<file path="src/rtl/uart_tx_feeder_if.sv">
// rtl/uart_tx_feeder_if.sv - host write port and transmitter handshake for uart_tx_feeder
interface uart_tx_feeder_if #(
  parameter int AW = 4
);
  logic          wr_en;
  logic [7:0]    wr_data;
  logic          ovf_clr;
  logic          full;
  logic          empty;
  logic [AW:0]   count;
  logic          overflow;
  logic          newd;
  logic [7:0]    tx_data;
  logic          donetx;
  logic          busy;

  modport master (
    output wr_en, wr_data, ovf_clr, donetx,
    input  full, empty, count, overflow, newd, tx_data, busy
  );

  modport slave (
    input  wr_en, wr_data, ovf_clr, donetx,
    output full, empty, count, overflow, newd, tx_data, busy
  );
endinterface

</file>
<file path="src/rtl/uart_tx_feeder.sv">
// rtl/uart_tx_feeder.sv - byte FIFO and newd/donetx sequencer feeding a UART transmitter
module uart_tx_feeder #(
  parameter int DEPTH = 16,
  parameter int AW    = 4
) (
  input  logic             clk,
  input  logic             rst,
  uart_tx_feeder_if.slave  bus
);
  typedef enum logic [1:0] {
    IDLE = 2'd0,
    SEND = 2'd1,
    GAP  = 2'd2
  } state_e;

  state_e        state_q;
  logic [7:0]    mem [DEPTH];
  logic [AW-1:0] wr_ptr_q, wr_ptr_d;
  logic [AW-1:0] rd_ptr_q, rd_ptr_d;
  logic [AW:0]   count_q, count_d;
  logic          overflow_q, overflow_d;
  logic          newd_q;
  logic [7:0]    tx_data_q;
  logic          donetx_q;
  logic          full, empty, push, drop, pop, rise;

  // count never exceeds DEPTH, so its MSB alone marks a full FIFO
  assign full  = count_q[AW];
  assign empty = (count_q == '0);
  assign push  = bus.wr_en && !full;
  assign drop  = bus.wr_en && full;
  assign pop   = (state_q == IDLE) && !empty && !bus.donetx;
  assign rise  = bus.donetx && !donetx_q;

  always_comb begin
    wr_ptr_d   = push ? wr_ptr_q + AW'(1) : wr_ptr_q;
    rd_ptr_d   = pop  ? rd_ptr_q + AW'(1) : rd_ptr_q;
    count_d    = count_q;
    overflow_d = overflow_q;
    case ({push, pop})
      2'b10:   count_d = count_q + (AW+1)'(1);
      2'b01:   count_d = count_q - (AW+1)'(1);
      default: count_d = count_q;
    endcase
    if (bus.ovf_clr) overflow_d = 1'b0;
    if (drop)        overflow_d = 1'b1;
  end

  always_ff @(posedge clk) begin
    if (rst) begin
      wr_ptr_q   <= '0;
      rd_ptr_q   <= '0;
      count_q    <= '0;
      overflow_q <= 1'b0;
    end else begin
      wr_ptr_q   <= wr_ptr_d;
      rd_ptr_q   <= rd_ptr_d;
      count_q    <= count_d;
      overflow_q <= overflow_d;
    end
  end

  always_ff @(posedge clk) begin
    if (push) mem[wr_ptr_q] <= bus.wr_data;
  end

  // GAP waits for donetx to drop so the transmitter sees newd low when it re-enters idle
  always_ff @(posedge clk) begin
    if (rst) begin
      state_q   <= IDLE;
      newd_q    <= 1'b0;
      tx_data_q <= 8'h00;
      donetx_q  <= 1'b0;
    end else begin
      donetx_q <= bus.donetx;
      case (state_q)
        IDLE: begin
          if (pop) begin
            tx_data_q <= mem[rd_ptr_q];
            newd_q    <= 1'b1;
            state_q   <= SEND;
          end else begin
            newd_q <= 1'b0;
          end
        end
        SEND: begin
          if (rise) begin
            newd_q  <= 1'b0;
            state_q <= GAP;
          end
        end
        GAP: begin
          newd_q <= 1'b0;
          if (!bus.donetx) state_q <= IDLE;
        end
        default: begin
          newd_q  <= 1'b0;
          state_q <= IDLE;
        end
      endcase
    end
  end

  assign bus.full     = full;
  assign bus.empty    = empty;
  assign bus.count    = count_q;
  assign bus.overflow = overflow_q;
  assign bus.newd     = newd_q;
  assign bus.tx_data  = tx_data_q;
  assign bus.busy     = (state_q != IDLE) || !empty;
endmodule

</file>
<file path="src/flat_wrapper.sv">
// flat-port wrapper written by rule: the top's interface ports become plain ports
module uart_tx_feeder_flat 
#(
  parameter int DEPTH = 16,
  parameter int AW    = 4
)
  (clk, rst, bus_wr_en, bus_wr_data, bus_ovf_clr, bus_donetx, bus_full, bus_empty, bus_count, bus_overflow, bus_newd, bus_tx_data, bus_busy);
  uart_tx_feeder_if #(.AW(AW)) bus_i ();
  input  logic clk;
  input  logic rst;
  input wire logic [$bits(bus_i.wr_en)-1:0] bus_wr_en;
  input wire logic [$bits(bus_i.wr_data)-1:0] bus_wr_data;
  input wire logic [$bits(bus_i.ovf_clr)-1:0] bus_ovf_clr;
  input wire logic [$bits(bus_i.donetx)-1:0] bus_donetx;
  output wire logic [$bits(bus_i.full)-1:0] bus_full;
  output wire logic [$bits(bus_i.empty)-1:0] bus_empty;
  output wire logic [$bits(bus_i.count)-1:0] bus_count;
  output wire logic [$bits(bus_i.overflow)-1:0] bus_overflow;
  output wire logic [$bits(bus_i.newd)-1:0] bus_newd;
  output wire logic [$bits(bus_i.tx_data)-1:0] bus_tx_data;
  output wire logic [$bits(bus_i.busy)-1:0] bus_busy;
  assign bus_i.wr_en = bus_wr_en;
  assign bus_i.wr_data = bus_wr_data;
  assign bus_i.ovf_clr = bus_ovf_clr;
  assign bus_i.donetx = bus_donetx;
  assign bus_full = bus_i.full;
  assign bus_empty = bus_i.empty;
  assign bus_count = bus_i.count;
  assign bus_overflow = bus_i.overflow;
  assign bus_newd = bus_i.newd;
  assign bus_tx_data = bus_i.tx_data;
  assign bus_busy = bus_i.busy;
  uart_tx_feeder #(.DEPTH(DEPTH), .AW(AW)) u_core (.clk(clk), .rst(rst), .bus(bus_i));
endmodule
</file>
<file path="config.mk">
export PLATFORM = sky130hd
export DESIGN_NAME = uart_tx_feeder_flat
export DESIGN_NICKNAME = d
export VERILOG_FILES = /design/src/rtl/uart_tx_feeder_if.sv /design/src/rtl/uart_tx_feeder.sv /design/src/flat_wrapper.sv
export SDC_FILE = /design/constraint.sdc
export NUM_CORES = 1
export LEC_CHECK = 0
export BUFFER_PORTS_ARGS = -buffer_cell sky130_fd_sc_hd__clkbuf_2
export CAP_MARGIN = 20
export CORE_MARGIN = 2
export CORE_UTILIZATION = 50
export CTS_CLUSTER_DIAMETER = 60
export DETAILED_ROUTE_END_ITERATION = 7
export PLACE_DENSITY = 0.7
export SLEW_MARGIN = 20
export SYNTH_ARGS = -nofsm -noshare
export SYNTH_HDL_FRONTEND = slang
export SYNTH_SLANG_ARGS = --single-unit
</file>
<file path="constraint.sdc">
create_clock -name clk -period 2.86 [get_ports clk]
set_input_delay 0.572 -clock clk [delete_from_list [all_inputs] [get_ports clk]]
set_output_delay 0.572 -clock clk [all_outputs]
set_load 0.005 [all_outputs]
</file>
==> flow_summary.yaml, run 1 <==
run_status:
  status: "finished clean"
layout:
  instances_no_fill: 637
  fillerInstances: 951
  nNetsFinal: 477
  area_growth_pct: 16.9
  antenna_cells: 0
  drive_above_1_share_pct: 22.0
detailed_routing:
  route.vias.total: 3514
  dr.pass1.iters: 4
  viasPerCell: 5.52
  drt_iter0_drc: 257
  route.antenna.remaining_nets: 0
  routedWlPerCell_um: 18.9
  drt-total-wl_um: 12000
  route.detailed.drc: 0
placed_design:
  dp.cells: 605
  port_buffers: 30
  gp_congestion: 0.815
  dp_hpwl_um: 7990
worst_setup_path:
  arrival_ns: 3.08
  start_kind: "flip-flop"
  cp-startpoint: "u_core.bus.count[0]"
  crit_type: "flip-flop to flip-flop"
  timing.rr.start: "u_core.bus.count[0]"
  r2r_cells: 10
  cp-endpoint: "u_core.bus.count[4]"
  r2r_end: "u_core.bus.count[4]"
  path_max_fanout: 7
  required_ns: 3.17
  ff2ff_setup_slack_ns: 0.1
  end_kind: "flip-flop"
global_route:
  antenna_found_initial: 0
  grt_pass1_vias: 3388
  grt_util_all_layers_pct: 19.1
  overflow: 0
  grt_max_degree: 28
  grt_pass1_wl_um: 18200
logic_synthesis:
  yosysTopAreaCellShare_pct: 61.5
  yosysMostFrequentCell: "edfxtp_1"
  synthFlopType: "edfxtp_1"
  synth-edff-count: 128
  synth-async-reset-ratio_pct: 0
  postSynthCellCount: 411
  ys_seq_elements: 154
  ys_top_cells_by_count: "edfxtp_1, mux2i_1, nor2_1"
  synth_area_leaders: "edfxtp_1, mux2i_1, dfxtp_1, o22ai_1, nor2_1"
  yosys_warnings: 0
  syn_nets: 432
  synthesis.area_mm2: 0.00625
  synthDistinctLibCells: 47
  synth-seq-area-share_pct: 69.8
  synth_largest_area_cell: "edfxtp_1"
  postSynthAreaPerCell_um2: 15.2
clock_network:
  cts_made_buffers: 17
  clk_pin_slew_ns: 0.06
  htree_num_levels: 4
  max-clock-path-buffers: 2
  clk_latency_ns: 0.42
  tritoncts: "built"
  hold_buffers: 0
  cts_resized: 0
  cts_num_sinks: 154
  root_buffer: "clkbuf_16"
  post-cts-setup-buffers: 0
timing:
  maxSlewViolCount: 0
  relSlewSlack_pct: 53.1
  rsz0062_at_grt: "false"
  fin_tns_setup_ns: 0
  finalHoldWorstSlack_ns: 0.398
  hold_viol: 0
  final.min_clock_period_ns: 2.76
  setup_viol: 0
  finClkSkew_ns: 0.00857
  max_freq_mhz: 362
  finalCritPeriodShare_pct: 96.6
  worst_pin_slew_ns: 0.703
power:
  leakagePower_nw: 2.40
  power_density_mw_per_mm2: 838
  irDropWorstVdd_uv: 418
floorplan:
  core-area_mm2: 0.0121
  fp-row-count: 40
  dieArea_mm2: 0.0134
  die_w_um: 116
  die_y_um: 116
  io_pins: 31
  initial_core_util_pct: 51.6
job:
  maxCapViolations: 0
worst_hold_path:
  hp-class: "input port to flip-flop"
-- cell type report --
| type | count | area (um2) | area share (%) |
|---|---|---|---|
| clock buffer | 19 | 433 | 5.93 |
| sequential | 154 | 4370 | 59.8 |
| inverter | 7 | 28.8 | 0.394 |
| timing repair buffer | 51 | 333 | 4.56 |
| clock inverter | 13 | 199 | 2.72 |
| multi-input combinational | 225 | 1730 | 23.7 |
| tap | 168 | 210 | 2.88 |
-- cell families after synthesis --
logic type / synth area share [%]
flip-flops: 69.8
AND/OR/NAND/NOR: 6.99
multiplexers: 11.0
AO/OA/AOI/OAI: 6.51
buffers and inverters: 2.68
XOR/XNOR: 1.40
adder cells (fa/ha/maj): 1.60
-- power by group --
group / total [mW] / switching, mW / internal (mW)
sequential: 2.72 / 0.130 / 2.59
clock: 2.38 / 0.843 / 1.54
combinational: 1.01 / 0.577 / 0.438
total: 6.12 / 1.55 / 4.57
-- sequential cells by signal (all words and copies together) (netlist names) --
register,flops
u_core.bus.overflow,1
u_core.bus.newd,1
u_core.bus.tx_data,8
u_core.rd_ptr_q,4
u_core.wr_ptr_q,4
u_core.state_q,2
u_core.bus.count,5
u_core.donetx_q,1
u_core.mem,128
-- metal layers --
layer / part of all wire (%) / routed length (um) / vias up / global-route usage, %
met4: 2.6 / 314 / 0 / 9.29
li1: - / - / 1662 / -
met2: 49 / 5860 / 83 / 30.4
met3: 3.9 / 465 / 21 / 4.29
met5: 0 / 0 / - / 0
met1: 45 / 5370 / 1748 / 25.1
-- worst min-delay path by stage --
stage / to / from / slack [ns] / cells after the start
2_1_floorplan: u_core.bus.overflow / u_core.bus.overflow / 0.46 / 2
3_3_place_gp: u_core.bus.overflow / u_core.bus.overflow / 0.45 / 2
3_5_place_dp: u_core.bus.overflow / u_core.bus.overflow / 0.46 / 2
4_1_cts: u_core.bus.overflow / bus_wr_en / 0.39 / 3
5_1_grt: u_core.bus.overflow / bus_wr_en / 0.41 / 3
6_report: u_core.bus.overflow / bus_wr_en / 0.40 / 3
-- worst max-delay path, cell delays in order, from the launching register on --
cell and delay, ns:
dfxtp_2 0.35, or4_4 0.58, o21ai_4 0.21, inv_4 0.08, ha_1 0.22, xor2_1 0.15, ha_1 0.19, a21oi_2 0.17
a32oi_1 0.13, a31oi_1 0.21, mux2_2 0.35
-- cells in the final DEF (no fill, tap or decap), types with 5 or more instances in the layout --
master and instances:
a211oi_2 7, buf_4 19, bufinv_16 5, clkbuf_16 17, clkbuf_2 30, dfxtp_1 23
edfxtp_1 128, ha_1 8, inv_1 6, mux2i_1 62, nand2_1 7, nor2_1 38
nor3_1 6, nor4_1 7, o22ai_1 31, xor2_1 6
-- stage by stage --
stage / instance area, um2 / utilization (%) / power, mW / worst slack, ns
2_1_floorplan: 6280 / - / 3.46 / 0.00352
3_3_place_gp: 6670 / 55.1 / 3.75 / 0.194
3_5_place_dp: 6670 / 55.1 / 3.79 / 0.104
4_1_cts: 7300 / 60.3 / 6.17 / 0.0967
5_1_grt: 7300 / 60.3 / 6.36 / 0.00783
6_report: 7300 / 60.3 / 6.12 / 0.0962
Power figures use the tool's default switching activity.
==> inputs of run 2 (changes only) <==
--- a/config.mk
+++ b/config.mk
@@ -12,6 +12,7 @@
 export CTS_CLUSTER_DIAMETER = 60
 export DETAILED_ROUTE_END_ITERATION = 7
 export PLACE_DENSITY = 0.7
+export SETUP_SLACK_MARGIN = 0.5
 export SLEW_MARGIN = 20
 export SYNTH_ARGS = -nofsm -noshare
 export SYNTH_HDL_FRONTEND = slang
==> flow_summary.yaml, run 2 (synthesis results as in run 1) <==
run_status:
  status: "finished clean"
power:
  power_density_mw_per_mm2: 804
  irDropWorstVdd_uv: 581
  finalPower_mw: 5.82
  clkPwrFrac_pct: 34.1
  swShare_pct: 26.5
  p_comb_share_pct: 18.9
  leakagePower_nw: 2.35
  p_int_mw: 4.28
  p_seq_share_pct: 46.9
  p_switching_mw: 1.54
global_route:
  grt_pass1_wl_um: 18500
  antenna_found_initial: 0
  overflow: 0
  grt_max_degree: 33
  grt_util_all_layers_pct: 18.6
  grt_pass1_vias: 3513
timing:
  worst_pin_slew_ns: 0.761
  setup_viol: 0
  relSlewSlack_pct: 49.1
  rsz0062_at_grt: "true"
  final.min_clock_period_ns: 2.54
  hold_viol: 0
  fin_tns_setup_ns: 0
  maxSlewViolCount: 0
  finClkSkew_ns: 0.0112
  max_freq_mhz: 394
  finalCritPeriodShare_pct: 88.8
layout:
  drive_above_1_share_pct: 22.5
  mostFrequentLayoutCell: "edfxtp_1"
  nNetsFinal: 479
  design_area_mm2: 0.00724
  largest-register: "u_core.mem"
  area_growth_pct: 15.8
  instances_no_fill: 639
  final_cell_mix: "edfxtp_1, mux2i_1, nor2_1"
  antenna_cells: 0
  largest_reg_flops: 128
detailed_routing:
  dr.pass1.iters: 5
  routedWlPerCell_um: 18.5
  route.detailed.drc: 0
  route.vias.total: 3519
  viasPerCell: 5.51
  drt_iter0_drc: 208
  route.antenna.remaining_nets: 0
  drt-total-wl_um: 11800
placed_design:
  port_buffers: 30
  dp_hpwl_um: 7730
  gp_congestion: 0.774
  dp.cells: 601
  place_area_mm2: 0.00665
floorplan:
  die_w_um: 116
  die_y_um: 116
  dieArea_mm2: 0.0134
  initial_core_util_pct: 51.6
  fp-row-count: 40
  io_pins: 31
  core-area_mm2: 0.0121
worst_setup_path:
  end_kind: "flip-flop"
  arrival_ns: 2.84
  crit_type: "flip-flop to flip-flop"
  required_ns: 3.16
  path_max_fanout: 3
  cp_cell_sequence: "or4_4, o21ai_4, inv_4, ha_4, xor2_1, ha_2, a21oi_2, nand4b_1, a31oi_1, mux2_2"
  slowest_stage: "or4_4"
  cpPeakStageDelay_ns: 0.55
  start_kind: "flip-flop"
clock_network:
  htree_num_levels: 4
  hold_buffers: 0
  clk_pin_slew_ns: 0.06
  clk_latency_ns: 0.41
  max-clock-path-buffers: 2
  root_buffer: "clkbuf_16"
  tritoncts: "built"
  cts_made_buffers: 17
  cts_num_sinks: 154
worst_hold_path:
  hp-class: "input port to flip-flop"
job:
  maxCapViolations: 0
-- run 2: cell count changes in the layout (fill, tap and decap cells not counted), sizes merged --
cell | previous run | this run
bufinv | 5 | 1
clkbuf | 49 | 52
buf | 21 | 23
clkinv | 7 | 8
clkinvlp | 0 | 1
inv | 8 | 7
-- run 2: worst paths after layout --
path / startpoint / endpoint / slack [ns] / depth (start not counted)
worst max-delay path: u_core.bus.count[1] / u_core.bus.count[4] / 0.32 / 10
worst min-delay path: bus_wr_en / u_core.bus.overflow / 0.41 / 3
worst max register to register: u_core.bus.count[1] / u_core.bus.count[4] / 0.32 / 10
worst min register to register: u_core.bus.overflow / u_core.bus.overflow / 0.47 / 2
-- run 2: cell type report --
class	instances	area, um2
Clock inverter	10	77.6
Tap cell	168	210
Inverter	7	28.8
Multi-Input combinational cell	225	1760
Fill cell	948	4870
Clock buffer	22	444
Sequential cell	154	4380
Timing Repair Buffer	53	335
-- run 2: worst max-delay path: cells and delay by family (launching register included) --
family | cells | cell delay, ns
AO/OA/AOI/OAI | 3 | 0.45
AND/OR/NAND/NOR | 2 | 0.72
multiplexers | 1 | 0.35
buffers and inverters | 1 | 0.05
adder cells (fa/ha/maj) | 2 | 0.36
flip-flops | 1 | 0.35
XOR/XNOR | 1 | 0.16
-- run 2: metal layers --
layer	track usage (%)	wire length, um
met5	0	0
met4	6.43	127
met1	25.6	5480
met2	29.4	5690
met3	4.39	514
-- run 2: power by group through the flow --
stage	Sequential [mW]	Combinational, mW	Clock [mW]
floorplan	2.74	0.726	0
global placement	2.77	0.991	0
detailed placement	2.79	1.02	0
CTS	2.73	1.11	2.01
global route	2.75	1.21	2.10
finish	2.73	1.10	1.99
-- run 2: metrics by stage --
step	hold WS (ns)	util [%]	setup WS, ns
2_1_floorplan	0.461	-	0.0475
3_3_place_gp	0.454	54.9	0.198
3_5_place_dp	0.468	54.9	0.129
4_1_cts	0.402	59.7	0.306
5_1_grt	0.415	59.8	0.222
6_report	0.412	59.8	0.320
-- run 2: what timing repair did --
item | 4_1_cts | 5_1_grt
pin swaps | 7 | 0
endpoints found under the hold margin | 0 | 0
setup buffers | 6 | 0
endpoints found under the setup margin | 3 | 5
gates resized for setup | 3 | 1
==> inputs of run 3 (changes only) <==
--- a/config.mk
+++ b/config.mk
@@ -12,8 +12,8 @@
 export CTS_CLUSTER_DIAMETER = 60
 export DETAILED_ROUTE_END_ITERATION = 7
 export PLACE_DENSITY = 0.7
+export RECOVER_POWER = 100
 export SETUP_SLACK_MARGIN = 0.5
-export SLEW_MARGIN = 20
 export SYNTH_ARGS = -nofsm -noshare
 export SYNTH_HDL_FRONTEND = slang
 export SYNTH_SLANG_ARGS = --single-unit
==> flow_summary.yaml, run 3 (synthesis results as in run 1) <==
worst_setup_path:
  ff2ff_setup_slack_ns: 0.26
  required_ns: 3.16
  cp_cell_sequence: "or4_1, o21ai_4, inv_4, ha_4, xor2_1, ha_1, a21oi_2, a32oi_1, a31oi_1, mux2_2"
  arrival_ns: 2.90
  path_max_fanout: 7
  cpPeakStageDelay_ns: 0.55
  slowest_stage: "or4_1"
  start_kind: "flip-flop"
  end_kind: "flip-flop"
  crit_type: "flip-flop to flip-flop"
layout:
  final_cell_mix: "edfxtp_1, mux2i_1, nor2_1, clkbuf_1, o22ai_1"
  mostFrequentLayoutCell: "edfxtp_1"
  drive_above_1_share_pct: 14.4
  design_area_mm2: 0.00713
  antenna_cells: 0
  nNetsFinal: 479
  utilization_pct: 58.9
  instances_no_fill: 639
  largest-register: "u_core.mem"
  largest_reg_flops: 128
  area_growth_pct: 14.1
detailed_routing:
  routedWlPerCell_um: 18.4
  route.detailed.drc: 0
  highest_layer: "met4"
  drt-met1-wl_um: 5590
  met2WireLength_um: 5610
  dr.pass1.iters: 5
  drt-total-wl_um: 11800
  viasPerCell: 5.52
  route.vias.total: 3527
  drt_iter0_drc: 220
  route.antenna.remaining_nets: 0
  wl_met3_um: 420
clock_network:
  htree_num_levels: 4
  clk_pin_slew_ns: 0.06
  cts_made_buffers: 17
  tritoncts: "built"
  cts_num_sinks: 154
  max-clock-path-buffers: 2
  root_buffer: "clkbuf_16"
  clk_latency_ns: 0.42
placed_design:
  gp_congestion: 0.774
  port_buffers: 30
  place_area_mm2: 0.00665
  dp_hpwl_um: 7730
  place_ws_ns: 0.129
  dp.cells: 601
floorplan:
  initial_core_util_pct: 51.6
  core-area_mm2: 0.0121
  die_y_um: 116
  io_pins: 31
  die_w_um: 116
  dieArea_mm2: 0.0134
  fp-row-count: 40
job:
  maxCapViolations: 0
global_route:
  grt_pass1_vias: 3513
  grt_util_all_layers_pct: 18.6
  grt_max_degree: 33
  antenna_found_initial: 0
  overflow: 0
  grt_pass1_wl_um: 18500
worst_hold_path:
  hp-class: "input port to flip-flop"
timing:
  max_freq_mhz: 384
  rsz0062_at_grt: "true"
  hold_viol: 0
  maxSlewViolCount: 0
  final.min_clock_period_ns: 2.60
  finalHoldWorstSlack_ns: 0.408
  layout_setup_ws_ns: 0.255
  finClkSkew_ns: 0.0138
  relSlewSlack_pct: 1.57
  setup_viol: 0
  worst_pin_slew_ns: 1.48
  finalCritPeriodShare_pct: 91.1
  fin_tns_setup_ns: 0
power:
  leakagePower_nw: 2.23
  irDropWorstVdd_uv: 580
  power_density_mw_per_mm2: 805
  finalPower_mw: 5.74
run_status:
  status: "finished clean"
-- run 3: cell types whose count changed in the layout (fill, tap and decap cells not counted), sizes merged --
cell / delta
clkbuf: +18
buf: -18
-- run 3: worst paths after layout --
check,startpoint,endpoint,depth (start not counted)
max,u_core.bus.count[3],u_core.bus.count[4],10
max reg2reg,u_core.bus.count[3],u_core.bus.count[4],10
min,bus_wr_en,u_core.bus.overflow,3
min reg2reg,u_core.bus.overflow,u_core.bus.overflow,2
-- run 3: where the power goes --
group          internal [mW]  leakage, nW  total (mW)  switching [mW]
Sequential              2.60         1.37        2.73           0.131
Combinational          0.426        0.606        1.02           0.596
Clock                   1.18        0.254        1.99           0.810
Total                   4.21         2.23        5.74            1.54
-- run 3: per-layer routing --
metal	vias up	GRT usage, %
li1	1670	-
met5	-	0
met2	70	29.4
met3	9	4.39
met1	1778	25.6
met4	0	6.43
-- run 3: what timing repair did --
item                                    in CTS  in global routing
gates resized for setup                      3                  1
hold buffers                                 0                  0
buffers inserted                             6                  0
pin swaps                                    7                  0
endpoints found under the setup margin       3                  5
-- run 3: critical path, delay by kind of cell (launching register included) --
family | cells | cell delay, ns
flip-flops | 1 | 0.36
AO/OA/AOI/OAI | 4 | 0.66
AND/OR/NAND/NOR | 1 | 0.55
buffers and inverters | 1 | 0.05
adder cells (fa/ha/maj) | 2 | 0.37
multiplexers | 1 | 0.35
XOR/XNOR | 1 | 0.15
-- run 3: area by class of cell --
type	instances	area [um2]
inverters	7	28.8
fillers	972	4980
repair buffers	53	249
clock buffers	22	444
flip-flops and latches	154	4370
multi-input cells	225	1750
clock inverters	10	77.6
well taps	168	210
